===== config.mk =====
export PLATFORM = sky130hd
export DESIGN_NAME = keypad_scan
export DESIGN_NICKNAME = d
export VERILOG_FILES = /design/src/rtl/keypad_scan_pkg.sv /design/src/rtl/keypad_scan_cnt_mod4.sv /design/src/rtl/keypad_scan_tick_gen.sv /design/src/rtl/keypad_scan.sv
export SDC_FILE = /design/constraint.sdc
export NUM_CORES = 1
export LEC_CHECK = 0
export CAP_MARGIN = 15
export CORE_MARGIN = 2
export CORE_UTILIZATION = 34
export CTS_CLUSTER_SIZE = 10
export DETAILED_ROUTE_END_ITERATION = 10
export DONT_BUFFER_PORTS = 1
export HOLD_SLACK_MARGIN = 0.05
export PLACE_DENSITY_LB_ADDON = 0.2
export SLEW_MARGIN = 40
export SYNTH_ARGS = -nofsm -noshare
export SYNTH_HDL_FRONTEND = slang
export SYNTH_SLANG_ARGS = --single-unit

===== constraint.sdc =====
create_clock -name clk -period 13.4 [get_ports clk]
set_input_delay 2.01 -clock clk [delete_from_list [all_inputs] [get_ports clk]]
set_output_delay 2.01 -clock clk [all_outputs]
set_load 0.03 [all_outputs]

===== src/rtl/keypad_scan_pkg.sv =====
// -----------------------------------------------------------------------------
// keypad_scan_pkg
//   Shared definitions for the scanned 4x4 keypad reader.
//   Contents:
//     KEY_W      width of a key code {row_idx[1:0], col_idx[1:0]}
//     ROW_PAT    active-low one-hot row drive pattern indexed by row_idx
//     state_t    debounce FSM states (IDLE, DEBOUNCE, PRESSED)
//     frame_cls_t / frame_info_t  result of classifying one 16-bit frame image
//     classify() counts closed contacts in a frame image and returns the code
//                of the closed contact when there is exactly one
// -----------------------------------------------------------------------------
package keypad_scan_pkg;

   localparam int KEY_W = 4;

   localparam logic [3:0] ROW_PAT [4] = '{4'b1110, 4'b1101, 4'b1011, 4'b0111};

   typedef enum logic [1:0] {
      ST_IDLE     = 2'd0,
      ST_DEBOUNCE = 2'd1,
      ST_PRESSED  = 2'd2
   } state_t;

   typedef enum logic [1:0] {
      CLS_NONE   = 2'd0,
      CLS_SINGLE = 2'd1,
      CLS_MULTI  = 2'd2
   } frame_cls_t;

   typedef struct packed {
      frame_cls_t       cls;
      logic [KEY_W-1:0] code;
   } frame_info_t;

   // Image bit r*4+c is the active-low contact at row index r, column index c,
   // so the bit position of a lone zero is directly the key code.
   function automatic frame_info_t classify(input logic [15:0] img);
      frame_info_t info;
      int unsigned zeros;
      zeros     = 0;
      info.code = '0;
      for (int i = 0; i < 16; i++) begin
         if (!img[i]) begin
            zeros++;
            info.code = KEY_W'(i);
         end
      end
      if (zeros == 0)      info.cls = CLS_NONE;
      else if (zeros == 1) info.cls = CLS_SINGLE;
      else                 info.cls = CLS_MULTI;
      return info;
   endfunction

endpackage


===== src/rtl/keypad_scan_cnt_mod4.sv =====
// -----------------------------------------------------------------------------
// cnt_mod4
//   Two-bit wrapping counter advanced only when ena is high.
//   Ports:
//     clk    in   system clock
//     rst_n  in   synchronous active-low reset (q <= 0)
//     ena    in   advance enable
//     q      out  current count 0..3
// -----------------------------------------------------------------------------
module cnt_mod4 (
   input  logic       clk,
   input  logic       rst_n,
   input  logic       ena,
   output logic [1:0] q
);

   always_ff @(posedge clk) begin
      if (!rst_n)   q <= 2'd0;
      else if (ena) q <= q + 2'd1;
   end

endmodule


===== src/rtl/keypad_scan_tick_gen.sv =====
// -----------------------------------------------------------------------------
// tick_gen
//   Free-running prescaler counting 0..DIV-1; tick is high for the single clk
//   in which the count equals DIV-1, after which the count wraps to 0.
//   Ports:
//     clk    in   system clock
//     rst_n  in   synchronous active-low reset (count <= 0)
//     tick   out  one-clk strobe every DIV clks
// -----------------------------------------------------------------------------
module tick_gen #(
   parameter int DIV = 4
) (
   input  logic clk,
   input  logic rst_n,
   output logic tick
);

   localparam int CW = (DIV > 1) ? $clog2(DIV) : 1;
   localparam logic [CW-1:0] LAST = CW'(DIV - 1);

   logic [CW-1:0] count;

   assign tick = (count == LAST);

   always_ff @(posedge clk) begin
      if (!rst_n)    count <= '0;
      else if (tick) count <= '0;
      else           count <= count + CW'(1);
   end

endmodule


===== src/rtl/keypad_scan.sv =====
// -----------------------------------------------------------------------------
// keypad_scan
//   Scanned 4x4 matrix keypad reader. Drives one row low at a time, samples
//   the pulled-up active-low columns, builds a 16-bit image per scan frame and
//   debounces over whole frames, reporting one key code per accepted press.
//   Ports:
//     clk        in   system clock
//     rst_n      in   synchronous active-low reset
//     col_n      in   [4:1] column lines, 0 = contact on driven row (async)
//     row_n      out  [4:1] row drive, exactly one bit low
//     key        out  [4:1] accepted code {row_idx, col_idx}, held until next press
//     key_valid  out  one-clk pulse when a press is accepted
//     key_held   out  high from key_valid until the release is accepted
// -----------------------------------------------------------------------------
module keypad_scan
   import keypad_scan_pkg::*;
#(
   parameter int CLK_HZ         = 50_000_000,
   parameter int SCAN_HZ        = 1_000,
   parameter int DEBOUNCE_SCANS = 4
) (
   input  logic       clk,
   input  logic       rst_n,
   input  logic [4:1] col_n,
   output logic [4:1] row_n,
   output logic [4:1] key,
   output logic       key_valid,
   output logic       key_held
);

   localparam int DIV   = CLK_HZ / SCAN_HZ;
   localparam int CNT_W = (DEBOUNCE_SCANS > 0) ? $clog2(DEBOUNCE_SCANS + 1) : 1;
   localparam logic [CNT_W-1:0] DS_LAST = CNT_W'(DEBOUNCE_SCANS - 1);

   logic             tick;
   logic [1:0]       row_idx;
   logic [3:0]       col_meta;
   logic [3:0]       col_sync;
   logic [3:0]       img [3];
   logic             frame_end;
   logic [15:0]      frame_img;
   frame_info_t      info;
   state_t           state;
   logic [KEY_W-1:0] cand;
   logic [CNT_W-1:0] cnt;
   logic [CNT_W-1:0] rel_cnt;

   tick_gen #(.DIV(DIV)) u_tick_gen (
      .clk   (clk),
      .rst_n (rst_n),
      .tick  (tick)
   );

   cnt_mod4 u_row_cnt (
      .clk   (clk),
      .rst_n (rst_n),
      .ena   (tick),
      .q     (row_idx)
   );

   assign row_n = ROW_PAT[row_idx];

   // Two-stage synchroniser; reset to "no contact" so a reset never looks like a press.
   // NOTE: every clocked block uses non-blocking assignments so all registers
   // update together from pre-edge values; blocking here would collapse the
   // two synchroniser stages into one.
   always_ff @(posedge clk) begin
      if (!rst_n) begin
         col_meta <= 4'b1111;
         col_sync <= 4'b1111;
      end else begin
         col_meta <= col_n;
         col_sync <= col_meta;
      end
   end

   // Only rows 0..2 are stored: row 3 is sampled on the frame-end tick and is
   // classified straight from col_sync in that same cycle.
   // NOTE: the image is explicitly cleared on reset because a stale image could
   // otherwise be classified as a key on the first frame after reset.
   always_ff @(posedge clk) begin
      if (!rst_n) begin
         img[0] <= 4'b1111;
         img[1] <= 4'b1111;
         img[2] <= 4'b1111;
      end else if (tick) begin
         case (row_idx)
            2'd0:    img[0] <= col_sync;
            2'd1:    img[1] <= col_sync;
            2'd2:    img[2] <= col_sync;
            default: ;
         endcase
      end
   end

   assign frame_end = tick && (row_idx == 2'd3);
   assign frame_img = {col_sync, img[2], img[1], img[0]};
   assign info      = classify(frame_img);

   // Debounce FSM; acts only at frame end, key_valid otherwise returns low.
   always_ff @(posedge clk) begin
      if (!rst_n) begin
         state     <= ST_IDLE;
         cand      <= '0;
         cnt       <= '0;
         rel_cnt   <= '0;
         key       <= '0;
         key_valid <= 1'b0;
         key_held  <= 1'b0;
      end else begin
         key_valid <= 1'b0;
         if (frame_end) begin
            case (state)
               ST_IDLE: begin
                  if (info.cls == CLS_SINGLE) begin
                     if (DEBOUNCE_SCANS == 1) begin
                        state     <= ST_PRESSED;
                        key       <= info.code;
                        key_valid <= 1'b1;
                        key_held  <= 1'b1;
                        rel_cnt   <= '0;
                     end else begin
                        state <= ST_DEBOUNCE;
                        cand  <= info.code;
                        cnt   <= CNT_W'(1);
                     end
                  end
               end
               ST_DEBOUNCE: begin
                  if (info.cls == CLS_SINGLE && info.code == cand) begin
                     if (cnt == DS_LAST) begin
                        state     <= ST_PRESSED;
                        key       <= cand;
                        key_valid <= 1'b1;
                        key_held  <= 1'b1;
                        rel_cnt   <= '0;
                     end else begin
                        cnt <= cnt + CNT_W'(1);
                     end
                  end else if (info.cls == CLS_SINGLE) begin
                     cand <= info.code;
                     cnt  <= CNT_W'(1);
                  end else begin
                     state <= ST_IDLE;
                     cnt   <= '0;
                  end
               end
               ST_PRESSED: begin
                  // Any contact (same key, new key or ghost pattern) restarts the
                  // release count and never produces a second key_valid.
                  if (info.cls == CLS_NONE) begin
                     if (rel_cnt == DS_LAST) begin
                        state    <= ST_IDLE;
                        key_held <= 1'b0;
                        rel_cnt  <= '0;
                        cnt      <= '0;
                     end else begin
                        rel_cnt <= rel_cnt + CNT_W'(1);
                     end
                  end else begin
                     rel_cnt <= '0;
                  end
               end
               default: state <= ST_IDLE;
            endcase
         end
      end
   end

endmodule

* Word level (Yosys, flattened, before mapping) *
Memory sizes are Yosys's and may differ from the RTL's.
Index checks and enable logic that the tools add are counted.

word-level totals
  register bits after elaboration = 44
  bits of input ports = 6
  RAM bits = 12
  word-level logic and storage cells = 154
  memories = 1
  output and inout bits = 10

operators by class
  $lt $le $gt $ge = 1
  bitwise gates (word level) = 5
  multiplexer cells = 80
  $add $sub $neg = 19
  equality and inequality tests = 20
  reductions and logical operators = 17

memories
  name  words  width  rd ports  clocked after memory_dff  wr ports  line               text
  img   3      4      3         0                         3         keypad_scan.sv:39  logic [3:0] img [3];

operator list
  operator                 count
  $add A32 B1 Y32 const B  15
  $mux W32                 15
  $mux W4                  21
  $eq A32 B1 Y1 const B    1
  $logic_not A32 Y1        1
  $mux W3                  9
  $mux W1                  21
  $reduce_and A6 Y1        3
  $add A16 B1 Y16 const B  1
  $eq A16 B16 Y1 const B   1
  $mux W2                  8
  $ne A2 B2 Y1 const B     6
  $reduce_and A4 Y1        3
  $ne A3 B3 Y1 const B     3
  $pmux W3 S3              1
  $bmux W4 S2              1
  $pmux W4 S2              1
  $add A3 B1 Y3 const B    2
  $eq A2 B1 Y1 const B     3
  $eq A2 B2 Y1 const B     3
  $eq A3 B2 Y1 const B     2
  $logic_not A2 Y1         3
  $pmux W2 S3              1
  $pmux W3 S2              1
  other kinds (12)         16

* Depth between registers and ports, before layout *
Gate-level depths: netlist (run 1).
An unclocked memory read counts as a cell.

  depth in word-level cells = 39
  mapped depth = 53
  mapped depth without buffers = 53

* Hierarchy *
Synthesis (run 1) repeated with hierarchy kept, for this count alone.

second synthesis, totals
  cells, all modules = 530
  area total of the unflattened synthesis = 4817.1 µm²

modules (own cells, without submodules)
  module       times used  sequential area each (µm²)  cells an instance  area an instance (µm²)
  keypad_scan  1           880.8                       441                3991.3
  tick_gen     1           320.3                       81                 747.0
  cnt_mod4     1           40.0                        8                  78.8

* Worst setup path after synthesis (run 1) *
Ideal clock, no wire load.

  path kind = flip-flop to flip-flop
  start = mem img[0][0]
  end = reg cand[2]
  library setup time = 0.122 ns
  path buffers = 0
  path slack = 3.787 ns
  data required time = 13.278 ns
  arrival time = 9.491 ns
  clock period less this slack = 9.613 ns
  stages on the path, launching flop included = 52
  cell sequence = edfxtp_1 inv_1 ha_1 xnor2_1 ha_1 nor2_1 a31oi_1 ha_1 mux2_2 ha_1 nor2_1 a31oi_1 and2_1 ha_1 nand2b_1 nand2_1 ha_1 nor2_1 [... 16 more ...] a21oi_1 ha_1 nor2_1 a21oi_1 o31a_1 ha_1 mux2_2 ha_1 nand2b_1 xnor2_1 xnor2_1 nor3_1 nor2_1 nor2_1 a211oi_1 o21ai_1 or4_4 o311a_1

RTL lines
  item                  line                text
  from (decl)           keypad_scan.sv:39
  to (signal assigned)  keypad_scan.sv:124  cand <= info.code;
  to (signal assigned)  keypad_scan.sv:141  cand <= info.code;
  to (decl)             keypad_scan.sv:44   logic [KEY_W-1:0] cand;

==> impl_results.md, run 1 <==
* Pwr Total at ~0.32 mW
* Slew margin rel. at 51.4%
* Fin. Hold Viols at 0
* Synth Net Count at between 500 and 600
* Clk root buf: clkbuf_16
* Routed length per placed instance at 13.9 um
* Core region area at 13900 sq um
* Leak pwr at between 2 and 2.5 nW
* Top cell by count, worst path: ha_1
* Synthesis warning total at 0
* First-pass GRT wire length at about 17 mm
* Synth Instances at 540
* Initial antenna violation count at 0
* Worst Path Arrival at roughly 11 ns
* DR vias at 3621
* Fin crit period at 10.67 ns
* Seq cells post-synth at 56
* DRT antenna net count at 0
* Max-cap violation count at 0
* Reg clk slew, reported paths at ~0.070 ns
* CP startpoint kind: register
* Nets at roughly 560
* Outcome: finished, final reports clean
* Area occupied by multi-input gates at roughly 3400 sq um
* Placed inst area at between 4000 and 5000 sq um
* H-tree Lvls at 2
* Placer Congestion at 0.756
* Max Root-Sink Buffers at 2
* Hold Path Class: register to register
* Syn-to-layout area delta at 6.20%
* Antenna cell count at 0
* Largest net degree at the start of global routing at 32
* Final setup fails at 0
* Routed Wire Length at 9.87 mm
* Max-slew violations at 0
* Worst vdd ir at between 0.00007 and 0.00008 V
* Tot GR Track Use at 14.0%
* Synthesized area at 4850 sq um
* Filler cells at about 1400
* Die Span Y at about 120 um
* Pre-antenna DRT Iters at 4
* Fin Setup TNS at 0 ns
* Fraction of the cycle the final worst path needs at between 70% and 80%
* CP max-delay cell: or4_4
* # clock sinks at 56
* Final HPWL DP at 7.72 mm
* Vias/cell at just over 5
* Die X at approximately 120 um
* Seq. cell area at between 1000 and 1500 sq um
* Starting Density at 34.9%
* Synthesized area per cell at approximately 9 sq um
* Post-synth cell types at slightly below 90
* Post-CTS setup buffer count at 0
* Critical path's largest stage delay at 0.61 ns
* Site Rows at between 40 and 50
* Io pins at 16
* PortBufs at 0
* Post_cts resized at 0
* Die area at 15200 sq um
* Worst skew pair latency at 0.30 ns
* GRT overflow at 0
* Post-synth EDFFs at 12
* Final Skew at 0.00699 ns
* CP Class: register to register
* Hold-fix buffers, CTS at 0
* DRC viols at 0
* Crit end category: register
* Max FO, Critical Path at 8
* Num CTS Buffers at 5
* RSZ-0062 raised after global routing: false
* Share of cells above drive strength 1 at between 10 and 15%
* Iter 0 DRT Violations at between 100 and 150
* Sequential area share after synthesis at 25.6%
* Vias in the first global route at between 3000 and 4000
* Power Density at approximately 63 nW/um^2
* Most used DFF post-synth: dfxtp_1
* F_max at between 90 and 100 MHz
* CTS tree: built
* Worst slew pin tran at around 0.73 ns
* Critical Path RT at approximately 14 ns
* Fin area at between 5000 and 6000 sq um
* Ys async rst share at 0%
flip-flops by register name, summed over array words and instances (netlist names):
register and flops:
u_tick_gen.count 16, img 12, cand 4, col_meta 4, col_sync 4, key 4
cnt 3, rel_cnt 3, state 2, u_row_cnt.q 2, key_held 1, key_valid 1
final timing paths:
| check | from | endpoint | slack [ns] | cells after the start |
|---|---|---|---|---|
| min | col_meta[1] | col_sync[1] | 0.41 | 1 |
| max | img[0][1] | cand[2] | 2.73 | 51 |
| min reg2reg | col_meta[1] | col_sync[1] | 0.41 | 1 |
| max reg2reg | img[0][1] | cand[2] | 2.73 | 51 |
placed cells by master (no fill, tap or decap), drive strengths merged, types with 3 or more instances in the layout:
cell	instances
nor2	53
nand2	49
dfxtp	44
xnor2	39
inv	37
ha	29
nand2b	23
xor2	19
nand3	17
a21oi	16
nor2b	15
mux2i	15
nor3	15
o21ai	13
edfxtp	12
a31oi	10
nand4	10
xnor3	9
nor3b	7
and2	6
clkbuf	6
nor4	6
and3	5
and2b	5
o31a	4
nand4b	4
a211oi	4
o211ai	4
or2	4
o2111ai	3
mux2	3
nor4b	3
o22ai	3
per-stage QoR:
stage / util [%] / hold WS [ns] / instances / setup WS [ns]
finish: 37.1 / 0.411 / 710 / 2.73
CTS: 37.0 / 0.416 / 710 / 2.77
floorplan: - / 0.386 / 540 / 3.79
global route: 37.1 / 0.431 / 710 / 1.73
global placement: 35.9 / 0.399 / 702 / 3.19
detailed placement: 36.0 / 0.400 / 702 / 2.84
cells by family after synthesis:
family                     count (synthesis)  synth area share, %
adders and majority gates                 29                 7.49
and+or+nand+nor                          232                 27.4
xor gates and xnor gates                  68                 17.4
AOI/OAI and AO/OA                         83                 13.6
DFF                                       56                 25.6
muxes                                     18                 3.95
buffers and inverters                     54                 4.47
worst max-delay path: cells and delay by family, from the launching register on:
family | cells | cell delay [ns]
AOI/OAI and AO/OA | 13 | 2.76
xor gates and xnor gates | 3 | 0.74
adders and majority gates | 13 | 3.58
buffers and inverters | 3 | 0.25
DFF | 1 | 0.41
muxes | 2 | 0.55
and+or+nand+nor | 17 | 2.26
synthesized netlist by cell type, types with 5 or more instances:
cell       n  area [sq um]
nor2_1    53           199
nand2_1   49           184
dfxtp_1   44           881
inv_1     32           120
xnor2_1   31           272
ha_1      29           363
nand2b_1  23           144
a21oi_1   16          80.1
nand3_1   16          80.1
xor2_1    16           140
nor2b_1   14          87.6
mux2i_1   13           130
edfxtp_1  12           360
nor3_1    11          55.1
a31oi_1   10          62.6
clkbuf_1  10          37.5
nand4_1   10          62.6
o21ai_0    8          40.0
and2_1     6          37.5
nor3b_1    6          45.0
xnor2_2    6          97.6
xnor3_1    6           135
and3_1     5          31.3
buf_2      5          25.0
o21ai_1    5          25.0
layout make-up:
class | instances | area share (%)
Clock buffer | 6 | 2.50
Clock inverter | 2 | 0.267
Inverter | 36 | 2.63
Multi-Input combinational cell | 430 | 66.1
Sequential cell | 56 | 24.1
Tap cell | 180 | 4.38
routing by layer:
layer | vias to the layer above | wire [um] | global-route usage (%)
met1 | 1702 | 4760 | 18.6
met5 | - | 0 | 0
met3 | 13 | 239 | 1.94
li1 | 1871 | - | -
met4 | 0 | 197 | 4.47
met2 | 35 | 4670 | 23.4
report_power, final:
group          leakage, nW  internal (mW)  switching [mW]  total, mW
clock               0.0712         0.0699          0.0606      0.130
combinational         1.61        0.00587          0.0101     0.0160
sequential           0.438          0.174         0.00191      0.176
total                 2.11          0.249          0.0727      0.322
Note: power is estimated with default switching activity, not from simulation.
==> inputs of run 2 (changes only) <==
clock period = 10.7 ns   (was 13.4 ns; I/O delays follow)
==> impl_results.md, run 2 (synthesized netlist as in run 1, its figures left out) <==
* Outcome: finished, final reports clean (unchanged)
* H-tree Lvls at 2 (unchanged)
* Final HPWL DP at 7.77 mm (was 7.72 mm)
* Final Skew at 0.00655 ns (was 0.00699 ns)
* Antenna cell count at 0 (unchanged)
* Die Span Y at 123 um (unchanged)
* CTS tree: built (unchanged)
* Power Density at 75.8 nW/um^2 (was 62.6 nW/um^2)
* Crit end category: register (unchanged)
* CP Class: register to register (unchanged)
* Max-cap violation count at 0 (unchanged)
* Fin Setup TNS at 0 ns (unchanged)
* Worst vdd ir at 0.0000993 V (was 0.0000736 V)
* Clk root buf: clkbuf_16 (unchanged)
* Fin cells at 722 (was 710)
* Num CTS Buffers at 5 (unchanged)
* Seq. cell area at 1240 sq um (unchanged)
* DR vias at 3729 (was 3621)
* Worst skew pair latency at 0.29 ns (was 0.30 ns)
* Iter 0 DRT Violations at 131 (was 129)
* Final setup fails at 0 (unchanged)
* First-pass GRT wire length at 17.2 mm (was 17.3 mm)
* Pre-antenna DRT Iters at 5 (was 4)
* Util after Layout at 38.5% (was 37.1%)
* Fin crit period at 10.08 ns (was 10.67 ns)
* Routed length per placed instance at 14.0 um (was 13.9 um)
* Sw Pwr at 0.0905 mW (was 0.0727 mW)
* GRT overflow at 0 (unchanged)
* Critical path's largest stage delay at 0.55 ns (was 0.61 ns)
* Fin. Hold Viols at 0 (unchanged)
* Hold Path Class: register to register (unchanged)
* Syn-to-layout area delta at 10.3% (was 6.20%)
* Initial antenna violation count at 0 (unchanged)
* Critical Path RT at 10.88 ns (was 13.58 ns)
* Die area at 15200 sq um (unchanged)
* Max Root-Sink Buffers at 2 (unchanged)
* Registers with the most flip-flops: u_tick_gen.count: 16 flops, img: 12 flops (unchanged)
* RSZ-0062 raised after global routing: true (was false)
* Site Rows at 43 (unchanged)
* Core region area at 13900 sq um (unchanged)
* Io pins at 16 (unchanged)
* Filler cells at 1430 (was 1432)
* DRC viols at 0 (unchanged)
* PortBufs at 0 (unchanged)
* Placed Cells at 703 (was 702)
* F_max at 99.2 MHz (was 93.7 MHz)
* Leading cell type in the layout, fill and taps excluded: nand2_1 (was nor2_1)
* Largest register FFs at 16 (unchanged)
* Max FO, Critical Path at 7 (was 8)
* Comb power frac at 5.9% (was 5.0%)
* Routed Wire Length at 10.1 mm (was 9.87 mm)
* Most flops, register: u_tick_gen.count (unchanged)
* Max-slew violations at 0 (unchanged)
* Worst slew pin tran at 0.724 ns (was 0.727 ns)
* CP startpoint kind: register (unchanged)
* Hold WS at 0.407 ns (was 0.411 ns)
* Slew margin rel. at 51.6% (was 51.4%)
* Placer Congestion at 0.756 (about the same)
* Leak pwr at 2.18 nW (was 2.11 nW)
* Vias in the first global route at 3614 (was 3648)
* Tot GR Track Use at 14.0% (about the same)
* Reg clk slew, reported paths at 0.07 ns (about the same)
* CP max-delay cell: or4_4 (unchanged)
* Clk pwr share at 39.8% (was 40.5%)
* Sequential share of power at 54.3% (was 54.5%)
* Area occupied by multi-input gates at 3510 sq um (was 3400 sq um)
* Nets at 576 (was 564)
* Worst Path Arrival at 10.26 ns (was 10.85 ns)
* Top cell by count, worst path: ha_1 (unchanged)
* Largest net degree at the start of global routing at 32 (unchanged)
* Hold-fix buffers, CTS at 0 (unchanged)
* Share of cells above drive strength 1 at 16.2% (was 11.5%)
* Starting Density at 34.9% (unchanged)
* Fraction of the cycle the final worst path needs at 94.2% (was 79.6%)
* Vias/cell at 5.16 (was 5.10)
* Commonest cells after routing, fill and taps aside: nand2_1 (49), nor2_1 (48), dfxtp_1 (44), inv_1 (32), xnor2_1 (30) (was nor2_1 (53), nand2_1 (49), dfxtp_1 (44), inv_1 (32), xnor2_1 (31))
* DRT antenna net count at 0 (unchanged)
* Switching share of power at 22.4% (was 22.6%)
* Die X at 123 um (unchanged)
* Internal Power at 0.314 mW (was 0.249 mW)
* # clock sinks at 56 (unchanged)
## run 2: power by group through the flow
stage,combinational [mW],clock [mW],sequential [mW]
final,0.0240,0.161,0.220
after global routing,0.0271,0.175,0.220
after CTS,0.0203,0.168,0.220
after detailed placement,0.0202,0,0.225
after global placement,0.0195,0,0.225
after floorplan,0.0184,0,0.223
## run 2: worst max-delay path, delay by kind of cell (launching register included)
family	cells	cell delay [ns]
DFF	1	0.41
and+or+nand+nor	17	2.71
adders and majority gates	14	3.82
AOI/OAI and AO/OA	12	1.67
muxes	3	0.76
buffers and inverters	5	0.55
## run 2: final timing paths
path / depth (start not counted) / slack, ns / to / from
hold / removal: 1 / 0.41 / col_sync[0] / col_meta[0]
setup / recovery: 51 / 0.62 / cand[2] / img[0][1]
setup reg to reg: 51 / 0.62 / cand[2] / img[0][1]
hold reg to reg: 1 / 0.41 / col_sync[0] / col_meta[0]
## run 2: metrics by stage
step	setup WS [ns]	instance area [sq um]	total power, mW
6_report	0.624	5340	0.405
5_1_grt	-0.118	5340	0.422
4_1_cts	0.194	5140	0.408
3_5_place_dp	0.246	5000	0.245
3_3_place_gp	0.584	5000	0.244
2_1_floorplan	1.09	4850	0.242
## run 2: metal layers
metal,global-route usage (%),vias up,wire [um]
li1,-,1894,-
met3,2.03,12,236
met4,4.05,0,169
met5,0,-,0
met1,18.3,1781,4800
met2,23.9,42,4870
## run 2: timing repair
action,CTS,global route
endpoints found under the setup margin,0,18
resized for setup,0,22
buffers inserted,0,11
## run 2: area by class of cell
type / instances / area share, %
Multi-Input combinational cell: 430 / 65.7
Sequential cell: 56 / 23.2
Tap cell: 180 / 4.21
Inverter: 36 / 2.53
Clock buffer: 6 / 2.41
Timing Repair Buffer: 12 / 1.69
Clock inverter: 2 / 0.258
